--- src/rtl/alu_share_arb_if.sv ---
// Request/response bundle between two ALU clients and the shared-ALU arbiter.
//   reqValid/reqReady      : per-requester request handshake (bit i = requester i)
//   reqCntrl/reqUseF7/...  : per-requester ALU operation and operands
//   rspValid/rspReady      : per-requester one-deep response buffer handshake
//   rspResult/rspBranch    : per-requester registered ALU result and branch flag
//   lastGrant              : index of the most recently granted requester
interface alu_share_arb_if;
  logic [1:0]        reqValid;
  logic [1:0]        reqReady;
  logic [1:0][2:0]   reqCntrl;
  logic [1:0]        reqUseF7;
  logic [1:0]        reqInv;
  logic [1:0]        reqLoadStore;
  logic [1:0][31:0]  reqSrcA;
  logic [1:0][31:0]  reqSrcB;
  logic [1:0]        rspValid;
  logic [1:0]        rspReady;
  logic [1:0][31:0]  rspResult;
  logic [1:0]        rspBranch;
  logic              lastGrant;

  // Arbiter side
  modport slave (
    input  reqValid, reqCntrl, reqUseF7, reqInv, reqLoadStore, reqSrcA, reqSrcB,
    input  rspReady,
    output reqReady, rspValid, rspResult, rspBranch, lastGrant
  );

  // Requester/consumer side
  modport master (
    output reqValid, reqCntrl, reqUseF7, reqInv, reqLoadStore, reqSrcA, reqSrcB,
    output rspReady,
    input  reqReady, rspValid, rspResult, rspBranch, lastGrant
  );
endinterface

--- src/rtl/alu_share_arb.sv ---
// Shares one combinational ALU between two requesters.
//   clk  : rising-edge clock
//   rstN : asynchronous active-low reset
//   bus  : alu_share_arb_if.slave -- request handshake/operands in, registered
//          per-requester responses and the last-grant pointer out.
// The granted operation executes in the grant cycle; its result lands in that
// requester's one-deep response buffer on the next edge. Ties are broken
// round-robin (ROUND_ROBIN=1) or always in favour of requester 0.

module alu (
  input  logic [2:0]  aluCntrl,
  input  logic        useF7,
  input  logic        inv,
  input  logic        loadStore,
  input  logic [31:0] srcA,
  input  logic [31:0] srcB,
  output logic [31:0] aluResult,
  output logic        branchFlag
);
  logic [2:0]         op;
  logic               isSub;
  logic signed [31:0] sA;
  logic signed [31:0] sB;
  logic [4:0]         shamt;
  logic [31:0]        diff;
  logic               lt;

  always_comb begin
    // Address generation always adds, regardless of the funct7 select.
    op         = loadStore ? 3'b000 : aluCntrl;
    isSub      = useF7 && !loadStore;
    sA         = srcA;
    sB         = srcB;
    shamt      = srcB[4:0];
    diff       = srcA - srcB;
    lt         = 1'b0;
    aluResult  = '0;
    branchFlag = 1'b0;
    case (op)
      3'b000: begin
        if (isSub) begin
          aluResult  = diff;
          branchFlag = (diff == 32'd0) ^ inv;
        end else begin
          aluResult  = srcA + srcB;
        end
      end
      3'b001: aluResult = srcA << shamt;
      3'b010: begin
        lt         = sA < sB;
        aluResult  = {31'd0, lt};
        branchFlag = lt ^ inv;
      end
      3'b011: begin
        lt         = srcA < srcB;
        aluResult  = {31'd0, lt};
        branchFlag = lt ^ inv;
      end
      3'b100: aluResult = srcA ^ srcB;
      3'b101: begin
        // Kept as separate branches so the arithmetic shift stays signed.
        if (useF7) aluResult = $unsigned(sA >>> shamt);
        else       aluResult = srcA >> shamt;
      end
      3'b110: aluResult = srcA | srcB;
      3'b111: aluResult = srcA & srcB;
      default: aluResult = '0;
    endcase
  end
endmodule

module alu_share_arb #(
  parameter logic ROUND_ROBIN = 1'b1
) (
  input  logic             clk,
  input  logic             rstN,
  alu_share_arb_if.slave   bus
);
  logic [1:0]       eligible;
  logic [1:0]       grant;
  logic             sel;
  logic [31:0]      aluResult;
  logic             branchFlag;

  logic [1:0]       rspValid_q,  rspValid_d;
  logic [1:0][31:0] rspResult_q, rspResult_d;
  logic [1:0]       rspBranch_q, rspBranch_d;
  logic             lastGrant_q, lastGrant_d;

  always_comb begin
    // A full buffer that drains this cycle can accept a new result.
    eligible = bus.reqValid & (~rspValid_q | bus.rspReady);
    grant    = 2'b00;
    if (!rstN) begin
      grant = 2'b00;
    end else if (&eligible) begin
      grant = (ROUND_ROBIN && !lastGrant_q) ? 2'b10 : 2'b01;
    end else begin
      grant = eligible;
    end
  end

  // With no grant the mux defaults to requester 0; the ALU output is unused.
  assign sel = grant[1];

  alu u_alu (
    .aluCntrl   (bus.reqCntrl[sel]),
    .useF7      (bus.reqUseF7[sel]),
    .inv        (bus.reqInv[sel]),
    .loadStore  (bus.reqLoadStore[sel]),
    .srcA       (bus.reqSrcA[sel]),
    .srcB       (bus.reqSrcB[sel]),
    .aluResult  (aluResult),
    .branchFlag (branchFlag)
  );

  always_comb begin
    rspValid_d  = rspValid_q;
    rspResult_d = rspResult_q;
    rspBranch_d = rspBranch_q;
    for (int i = 0; i < 2; i++) begin
      // A grant wins over a simultaneous drain: the buffer refills.
      rspValid_d[i] = grant[i] | (rspValid_q[i] & ~bus.rspReady[i]);
      if (grant[i]) begin
        rspResult_d[i] = aluResult;
        rspBranch_d[i] = branchFlag;
      end
    end
    lastGrant_d = (|grant) ? grant[1] : lastGrant_q;
  end

  always_ff @(posedge clk or negedge rstN) begin
    if (!rstN) begin
      rspValid_q  <= 2'b00;
      rspResult_q <= '0;
      rspBranch_q <= 2'b00;
      lastGrant_q <= 1'b1;
    end else begin
      rspValid_q  <= rspValid_d;
      rspResult_q <= rspResult_d;
      rspBranch_q <= rspBranch_d;
      lastGrant_q <= lastGrant_d;
    end
  end

  assign bus.reqReady  = grant;
  assign bus.rspValid  = rspValid_q;
  assign bus.rspResult = rspResult_q;
  assign bus.rspBranch = rspBranch_q;
  assign bus.lastGrant = lastGrant_q;
endmodule

--- src/flat_wrapper.sv ---
// flat-port wrapper written by rule: the top's interface ports become plain ports
module alu_share_arb_flat 
#(
  parameter logic ROUND_ROBIN = 1'b1
)
  (clk, rstN, bus_reqValid, bus_reqCntrl, bus_reqUseF7, bus_reqInv, bus_reqLoadStore, bus_reqSrcA, bus_reqSrcB, bus_rspReady, bus_reqReady, bus_rspValid, bus_rspResult, bus_rspBranch, bus_lastGrant);
  alu_share_arb_if bus_i ();
  input  logic clk;
  input  logic rstN;
  input wire logic [$bits(bus_i.reqValid)-1:0] bus_reqValid;
  input wire logic [$bits(bus_i.reqCntrl)-1:0] bus_reqCntrl;
  input wire logic [$bits(bus_i.reqUseF7)-1:0] bus_reqUseF7;
  input wire logic [$bits(bus_i.reqInv)-1:0] bus_reqInv;
  input wire logic [$bits(bus_i.reqLoadStore)-1:0] bus_reqLoadStore;
  input wire logic [$bits(bus_i.reqSrcA)-1:0] bus_reqSrcA;
  input wire logic [$bits(bus_i.reqSrcB)-1:0] bus_reqSrcB;
  input wire logic [$bits(bus_i.rspReady)-1:0] bus_rspReady;
  output wire logic [$bits(bus_i.reqReady)-1:0] bus_reqReady;
  output wire logic [$bits(bus_i.rspValid)-1:0] bus_rspValid;
  output wire logic [$bits(bus_i.rspResult)-1:0] bus_rspResult;
  output wire logic [$bits(bus_i.rspBranch)-1:0] bus_rspBranch;
  output wire logic [$bits(bus_i.lastGrant)-1:0] bus_lastGrant;
  assign bus_i.reqValid = bus_reqValid;
  assign bus_i.reqCntrl = bus_reqCntrl;
  assign bus_i.reqUseF7 = bus_reqUseF7;
  assign bus_i.reqInv = bus_reqInv;
  assign bus_i.reqLoadStore = bus_reqLoadStore;
  assign bus_i.reqSrcA = bus_reqSrcA;
  assign bus_i.reqSrcB = bus_reqSrcB;
  assign bus_i.rspReady = bus_rspReady;
  assign bus_reqReady = bus_i.reqReady;
  assign bus_rspValid = bus_i.rspValid;
  assign bus_rspResult = bus_i.rspResult;
  assign bus_rspBranch = bus_i.rspBranch;
  assign bus_lastGrant = bus_i.lastGrant;
  alu_share_arb #(.ROUND_ROBIN(ROUND_ROBIN)) u_core (.clk(clk), .rstN(rstN), .bus(bus_i));
endmodule
--- config.mk ---
export PLATFORM = sky130hd
export DESIGN_NAME = alu_share_arb_flat
export DESIGN_NICKNAME = d
export VERILOG_FILES = /design/src/rtl/alu_share_arb_if.sv /design/src/rtl/alu_share_arb.sv /design/src/flat_wrapper.sv
export SDC_FILE = /design/constraint.sdc
export NUM_CORES = 1
export LEC_CHECK = 0
export CAP_MARGIN = 15
export CORE_MARGIN = 8
export CORE_UTILIZATION = 25
export DETAILED_ROUTE_END_ITERATION = 8
export SYNTH_ARGS = -nofsm -noshare
export SYNTH_HDL_FRONTEND = slang
export SYNTH_SLANG_ARGS = --single-unit
--- constraint.sdc ---
create_clock -name clk -period 8 [get_ports clk]
set_input_delay 1.6 -clock clk [delete_from_list [all_inputs] [get_ports clk]]
set_output_delay 1.6 -clock clk [all_outputs]
set_load 0.005 [all_outputs]
==> flow_summary.toml, run 1 <==
[sta]
setup_tns_ns = 0
rsz0062_at_grt = "false"
timing.final.hold_violations = 0
max_freq_mhz = 132
layout_min_cycle_time_ns = 7.56
slew_limit_headroom = 0.302
report.final.setup_viol = 0
worst_margin_slew_ns = 1.02
timing_max_transition_violations_final = 0
fin_skew_ns = 0.00712
final_min_period_over_clock_period = 0.945

[critical_path]
critPathMaxFanout = 8
crit_family = "simple AND/OR/NAND/NOR gates"
worst_ep_arrival_time_ns = 7.82
r2r.worst_path.cells = 19
startpoint_type = "input pin"
cp_slowest_stage_delay_ns = 0.95
crit_path_cell_trace = "clkdlybuf4s50_1, and2_1, o211ai_4, inv_4, buf_4, mux2i_1, inv_1, ha_1, and2_1, or3b_1, a2111oi_0, o41ai_1, nand4b_1, a41oi_1, o21ai_1, xnor2_1, or4b_2, or4_1, a21oi_1, o22a_1"
buffers_plus_inverters_on_the_worst_setup_path = 4
crit_required_ns = 8.26
type_of_the_worst_setup_path = "in2reg"
cp_slowest_cell = "a2111oi_0"
critical-path-top-cell-by-count = "and2_1"
crit_cells = 20
crit_path_end_kind = "flip-flop"

[logic_synthesis]
synth-simple-area-share = 0.223
synth.top_cells.by_area = "dfrtp_1 13%, mux2i_1 11%, nand2_1 9.1%"
postSynthAreaPerCell_um2 = 6.87
synth_top_family_by_area = "compound AO/OA/AOI/OAI gates"
yosys.area.top_type_share = 0.129
ys_seq_elements = 69
synth_adder_area_share = 0.0851
syn-cell-area_mm2 = 0.0132
post_synthesis_mux_area_share = 0.143
synth_edf_count = 0
synth-main-ff-cell = "dfrtp_1"
synth_fp_nets = 2156
synth_cell_type_count = 89
synth_compound_gate_area_share = 0.313
postSynthCellCount = 1923
ys_async_sr_fraction = 1.00
synth.yosys.warnings = 0
yosysSeqAreaShare = 0.131
post_synth_xor_xnor_area = 0.0365
synth_top_cell_by_area = "dfrtp_1"

[cells_and_area]
final_net_count = 2340
flow.area_growth_from_synthesis_pct = 27.3
fin_area_mm2 = 0.0168
sequential_cell_area_in_the_final_layout_mm2 = 0.00173
post_route_cells_drive_above_1_share = 0.0881
nFillCells = 5628
area_of_the_multi_input_gates_mm2 = 0.0106

[clocking]
clk_root_buffer_cell = "clkbuf_16"
clock_latency_ns = 0.32
clk_pin_slew_worst_paths_ns = 0.05
cts_resized = 0
cts_max_path_buffers = 2
cts_setup_buffers = 0
numCtsBuffers = 9
cts_sinks = 69
cts_tree = "yes"
cts_htree_levels = 3
hold_buffer_count_at_cts = 0

[place]
dp_hpwl_um = 60900
placedInstanceArea_mm2 = 0.0165
port_buffers = 216
gp_routability_congestion = 1.03

[routing]
post-route-drc-count = 0
wirelength_um = 74300
vias_per_cell = 5.71
firstDrtPassIters = 7
drt_iter0_drc = 1788
via_count = 16000
postRouteAntennaNets = 0
avgRoutedWirePerCell_um = 26.5

[floorplanning]
floorplan.initialDensity = 0.252
die_area_mm2 = 0.0604
fp.dieH_um = 246
std_cell_rows = 84
core-area_mm2 = 0.0524
die_w_um = 246
io_pins = 217

[global_routing]
global_route.usage.total = 0.232
globalRouteOverflowTotal = 0
pin_count_of_the_biggest_net_entering_global_routing = 97
grt_first_pass_wirelength_um = 106000
first_global_vias = 15400
grt_antenna_before_repair = 1

[worst_hold_path]
min_path_type = "reg2reg"
hold_depth = 2

[power]
ir_worst_vdd_uv = 109
power_density_mw_per_mm2 = 186
static_leak_nw = 6.98

[flow_run]
drv.max_cap_violation_count = 0

[outcome]
run_status = "finished clean"
[layer usage]
metal | vias up | share of wire | GRT usage
li1 | 7351 | - | -
met1 | 7665 | 0.42 | 0.303
met2 | 808 | 0.45 | 0.373
met3 | 158 | 0.072 | 0.0304
met4 | 0 | 0.056 | 0.114
met5 | - | 0 | 0
[synth_stat cells, drive strengths merged (11+ instances only)]
| master | n |
|---|---|
| nand2 | 321 |
| o21ai | 169 |
| a21oi | 151 |
| mux2i | 145 |
| nor2 | 144 |
| clkbuf | 105 |
| inv | 89 |
| ha | 85 |
| dfrtp | 68 |
| a211oi | 47 |
| xnor2 | 38 |
| mux2 | 37 |
| nand3 | 36 |
| o211ai | 36 |
| buf | 35 |
| nor3 | 31 |
| a31oi | 28 |
| nand2b | 26 |
| nor2b | 21 |
| o2111ai | 18 |
| o22ai | 18 |
| a21o | 17 |
| xor2 | 17 |
| o21bai | 15 |
| a221oi | 14 |
| o311ai | 13 |
| o31ai | 13 |
| and2 | 11 |
| nor4 | 11 |
[sequential cells by signal, summed over array words and instances, names as in the netlist]
signal and cells:
u_core.bus.rspBranch 2, u_core.bus.lastGrant 1, u_core.bus.rspValid 2, u_core.bus.rspResult 64
[layout make-up]
cell class / instances / share of cell area
Clock inverter: 3 / 0.00409
Tap cell: 688 / 0.0512
Sequential cell: 69 / 0.103
Timing Repair Buffer: 313 / 0.172
Antenna cell: 1 / 0.000149
Clock buffer: 12 / 0.0153
Multi-Input combinational cell: 1620 / 0.633
Inverter: 94 / 0.0211
[report_power, final]
group / switching, W / total (W) / internal (W) / leakage [nW]
logic: 0.00127 / 0.00213 / 0.000865 / 5.97
clock network: 0.000137 / 0.000425 / 0.000289 / 0.159
registers: 0.0000816 / 0.000560 / 0.000479 / 0.858
[cells by family (layout without fill, tap and decap cells)]
logic type / Yosys count / in the layout
buffers and inverters: 234 / 422
AOI/OAI and AO/OA: 633 / 633
xor gates and xnor gates: 55 / 55
and+or+nand+nor: 660 / 660
adders and majority gates: 89 / 89
DFF: 69 / 69
other: 0 / 1
muxes: 183 / 183
[placed cells by master (no fill, tap or decap), types with 36 or more instances in the layout]
cell type | synthesis | layout
buf_4 | 1 | 96
mux2i_1 | 145 | 143
a21oi_1 | 151 | 151
nand2_1 | 320 | 319
ha_1 | 85 | 85
dfrtp_1 | 68 | 68
a211oi_1 | 47 | 47
nand3_1 | 36 | 36
o21ai_0 | 165 | 164
clkdlybuf4s50_1 | 0 | 215
xnor2_1 | 38 | 38
inv_1 | 86 | 85
nor2_1 | 144 | 144
mux2_2 | 37 | 37
[path summary, 6_finish.rpt]
check / from / endpoint / slack (ns)
min in group asynchronous: rstN / u_core.bus.rspValid[1] / 1.48
setup reg to reg: u_core.bus.lastGrant / u_core.bus.rspBranch[1] / 1.70
setup / recovery: bus_reqValid[1] / u_core.bus.rspBranch[1] / 0.44
hold / removal: u_core.bus.rspResult[61] / u_core.bus.rspResult[61] / 0.47
hold reg to reg: u_core.bus.rspResult[61] / u_core.bus.rspResult[61] / 0.47
max in group asynchronous: rstN / u_core.bus.rspResult[39] / 5.92
[through the flow]
step / power (W) / setup slack, ns / utilization / instances / hold WS [ns]
floorplan: 0.00166 / 0.106 / - / 1923 / 0.470
detailed placement: 0.00266 / 0.130 / 0.314 / 2784 / 0.471
finish: 0.00312 / 0.438 / 0.320 / 2800 / 0.473
global route: 0.00329 / 0.171 / 0.320 / 2799 / 0.495
CTS: 0.00309 / 0.459 / 0.320 / 2799 / 0.482
global placement: 0.00265 / 0.262 / 0.314 / 2784 / 0.462
[worst reg2reg max path: stages, from the launching register on]
cell and delay [ns]:
dfstp_2 0.59, nand2_2 0.14, o211ai_4 0.37, inv_4 0.14, buf_4 0.21, mux2i_1 0.23
inv_1 0.11, ha_1 0.30, and2_1 0.17, or3b_1 0.46, a2111oi_0 0.95, o41ai_1 0.24
nand4b_1 0.25, a41oi_1 0.22, o21ai_1 0.22, xnor2_1 0.15, or4b_2 0.65, or4_1 0.50
a21oi_1 0.17, o22a_1 0.15
Note: power is estimated with default switching activity, not from simulation.
==> run 2: changes to the inputs <==
ABC_CLOCK_PERIOD_IN_PS = 8000   (was default)
==> results of run 2 <==
No change in the layout: final DEF, timing and power equal those of run 1.
==> run 3: changes to the inputs <==
ABC_CLOCK_PERIOD_IN_PS = 8350   (was 8000)
clock period = 8.35 ns   (was 8 ns; I/O delays follow)
==> run 3 against run 2 <==
- hold slack improved by 0.0020 ns
- flip-flop and latch count did not move
- wire length rose by 1.0%
- utilization fell by 0.11 points
- global-route usage rose by 0.20 points
- count of clock-buffer cells in the layout fell by 1
- critical path type unchanged
- register-to-register slack improved by 0.32 ns
- first-iteration DRC count fell by 18%
- final cell count fell by 0.25%
==> flow_summary.toml, run 3 (same netlist as run 1, synthesis figures left out) <==
[outcome]
run_status = "finished clean"

[clocking]
cts_htree_levels = 3
numCtsBuffers = 9
cts_resized = 0
clock_latency_ns = 0.32
clk_root_buffer_cell = "clkbuf_16"
hold_buffer_count_at_cts = 0
cts_tree = "yes"
cts_max_path_buffers = 2
cts_sinks = 69
cts_setup_buffers = 0
clk_pin_slew_worst_paths_ns = 0.06

[floorplanning]
io_pins = 217
die_w_um = 246
core-area_mm2 = 0.0524
fp.dieH_um = 246
std_cell_rows = 84
floorplan.initialDensity = 0.252
die_area_mm2 = 0.0604

[place]
gp_routability_congestion = 1.03
place_inst = 2777
dp_hpwl_um = 62100
port_buffers = 216

[global_routing]
globalRouteOverflowTotal = 0
pin_count_of_the_biggest_net_entering_global_routing = 70
grt_first_pass_wirelength_um = 107000
first_global_vias = 15300
grt_antenna_before_repair = 0
global_route.usage.total = 0.234

[routing]
vias_per_cell = 5.72
avgRoutedWirePerCell_um = 26.9
post-route-drc-count = 0
via_count = 16000
postRouteAntennaNets = 0
wirelength_um = 75000
drt_iter0_drc = 1461
firstDrtPassIters = 6

[sta]
timing.final.hold_violations = 0
slew_limit_headroom = 0.232
worst_margin_slew_ns = 1.15
fin_skew_ns = 0.00257
layout_min_cycle_time_ns = 7.63
hold_worst_slack_ns = 0.475
setup_tns_ns = 0
rsz0062_at_grt = "false"
final_min_period_over_clock_period = 0.913
timing_max_transition_violations_final = 0
max_freq_mhz = 131
report.final.setup_viol = 0

[power]
static_leak_nw = 6.95
ir_worst_vdd_uv = 109
power_density_mw_per_mm2 = 178

[critical_path]
critPathMaxFanout = 19
cp_slowest_stage_delay_ns = 0.88
startpoint_type = "input pin"
crit_family = "compound AO/OA/AOI/OAI gates"
cp_slowest_cell = "a2111oi_0"
crit_required_ns = 8.61
type_of_the_worst_setup_path = "in2reg"
r2r.worst_path.cells = 18
crit_cells = 18
crit_path_cell_trace = "clkdlybuf4s50_1, and2_1, o211ai_4, inv_4, mux2_2, ha_1, o21ba_2, or3b_1, a2111oi_0, o41ai_1, nand4b_1, a41oi_1, o21ai_1, xnor2_1, or4b_2, or4_1, a21oi_1, o22a_1"
worst_ep_arrival_time_ns = 7.89
crit_path_end_kind = "flip-flop"
buffers_plus_inverters_on_the_worst_setup_path = 2

[flow_run]
drv.max_cap_violation_count = 0

[cells_and_area]
insertedDiodeCount = 0
largest_reg_flops = 64
most-common-layout-cells = "319 x nand2_1, 215 x clkdlybuf4s50_1, 164 x o21ai_0, 151 x a21oi_1"
flow.area_growth_from_synthesis_pct = 26.8
final_common_cell = "nand2_1"
finish.cell_count_without_fillers = 2793
nFillCells = 5633
post_route_cells_drive_above_1_share = 0.0869
final_util = 0.319
final_net_count = 2333

[worst_hold_path]
hold_depth = 2
min_path_type = "reg2reg"
==> run 3: final timing paths <==
path,startpoint,endpoint,slack (ns)
min in group asynchronous,rstN,u_core.bus.rspValid[0],1.58
max,bus_reqValid[1],u_core.bus.rspBranch[1],0.72
min,u_core.bus.rspResult[11],u_core.bus.rspResult[11],0.48
min reg2reg,u_core.bus.rspResult[11],u_core.bus.rspResult[11],0.48
max reg2reg,u_core.bus.lastGrant,u_core.bus.rspBranch[1],2.02
max in group asynchronous,rstN,u_core.bus.rspResult[38],6.19
==> run 3: layer usage <==
| layer | share of wire | global-route usage |
|---|---|---|
| met4 | 0.053 | 0.108 |
| met2 | 0.46 | 0.385 |
| met3 | 0.061 | 0.0224 |
| met1 | 0.43 | 0.306 |
| met5 | 0 | 0 |
==> run 3: through the flow <==
step           setup WS, ns  area, µm²  power (W)
6_report              0.724      16700    0.00298
5_1_grt               0.468      16700    0.00315
2_1_floorplan         0.386      13200    0.00159
4_1_cts               0.735      16700    0.00297
3_3_place_gp          0.597      16400    0.00253
3_5_place_dp          0.406      16400    0.00254
==> run 3: layout make-up <==
type / count / area, µm² / share of cell area
clock inverters: 5 / 82.6 / 0.00493
clock buffers: 11 / 253 / 0.0151
well taps: 688 / 861 / 0.0514
multi-input cells: 1620 / 10600 / 0.635
flip-flops and latches: 69 / 1730 / 0.103
repair buffers: 306 / 2830 / 0.169
inverters: 94 / 355 / 0.0212
==> run 3: worst register-to-register path: stages (launching register included) <==
cell and delay (ns):
dfstp_2 0.60, nand2_2 0.13, o211ai_4 0.40, inv_4 0.23, buf_4 0.30, nand2_1 0.12
nand2_1 0.09, ha_1 0.43, inv_1 0.14, a211oi_1 0.77, o211ai_1 0.40, a21oi_1 0.56
o221ai_1 0.21, a21oi_1 0.22, o21ai_0 0.15, or4b_2 0.69, or4_1 0.50, a21oi_1 0.17
o22a_1 0.15
==> run 3: where the power goes <==
part | internal, W | switching [W]
Clock | 0.000278 | 0.000136
Sequential | 0.000459 | 0.0000768
Combinational | 0.000821 | 0.00121
Total | 0.00156 | 0.00143
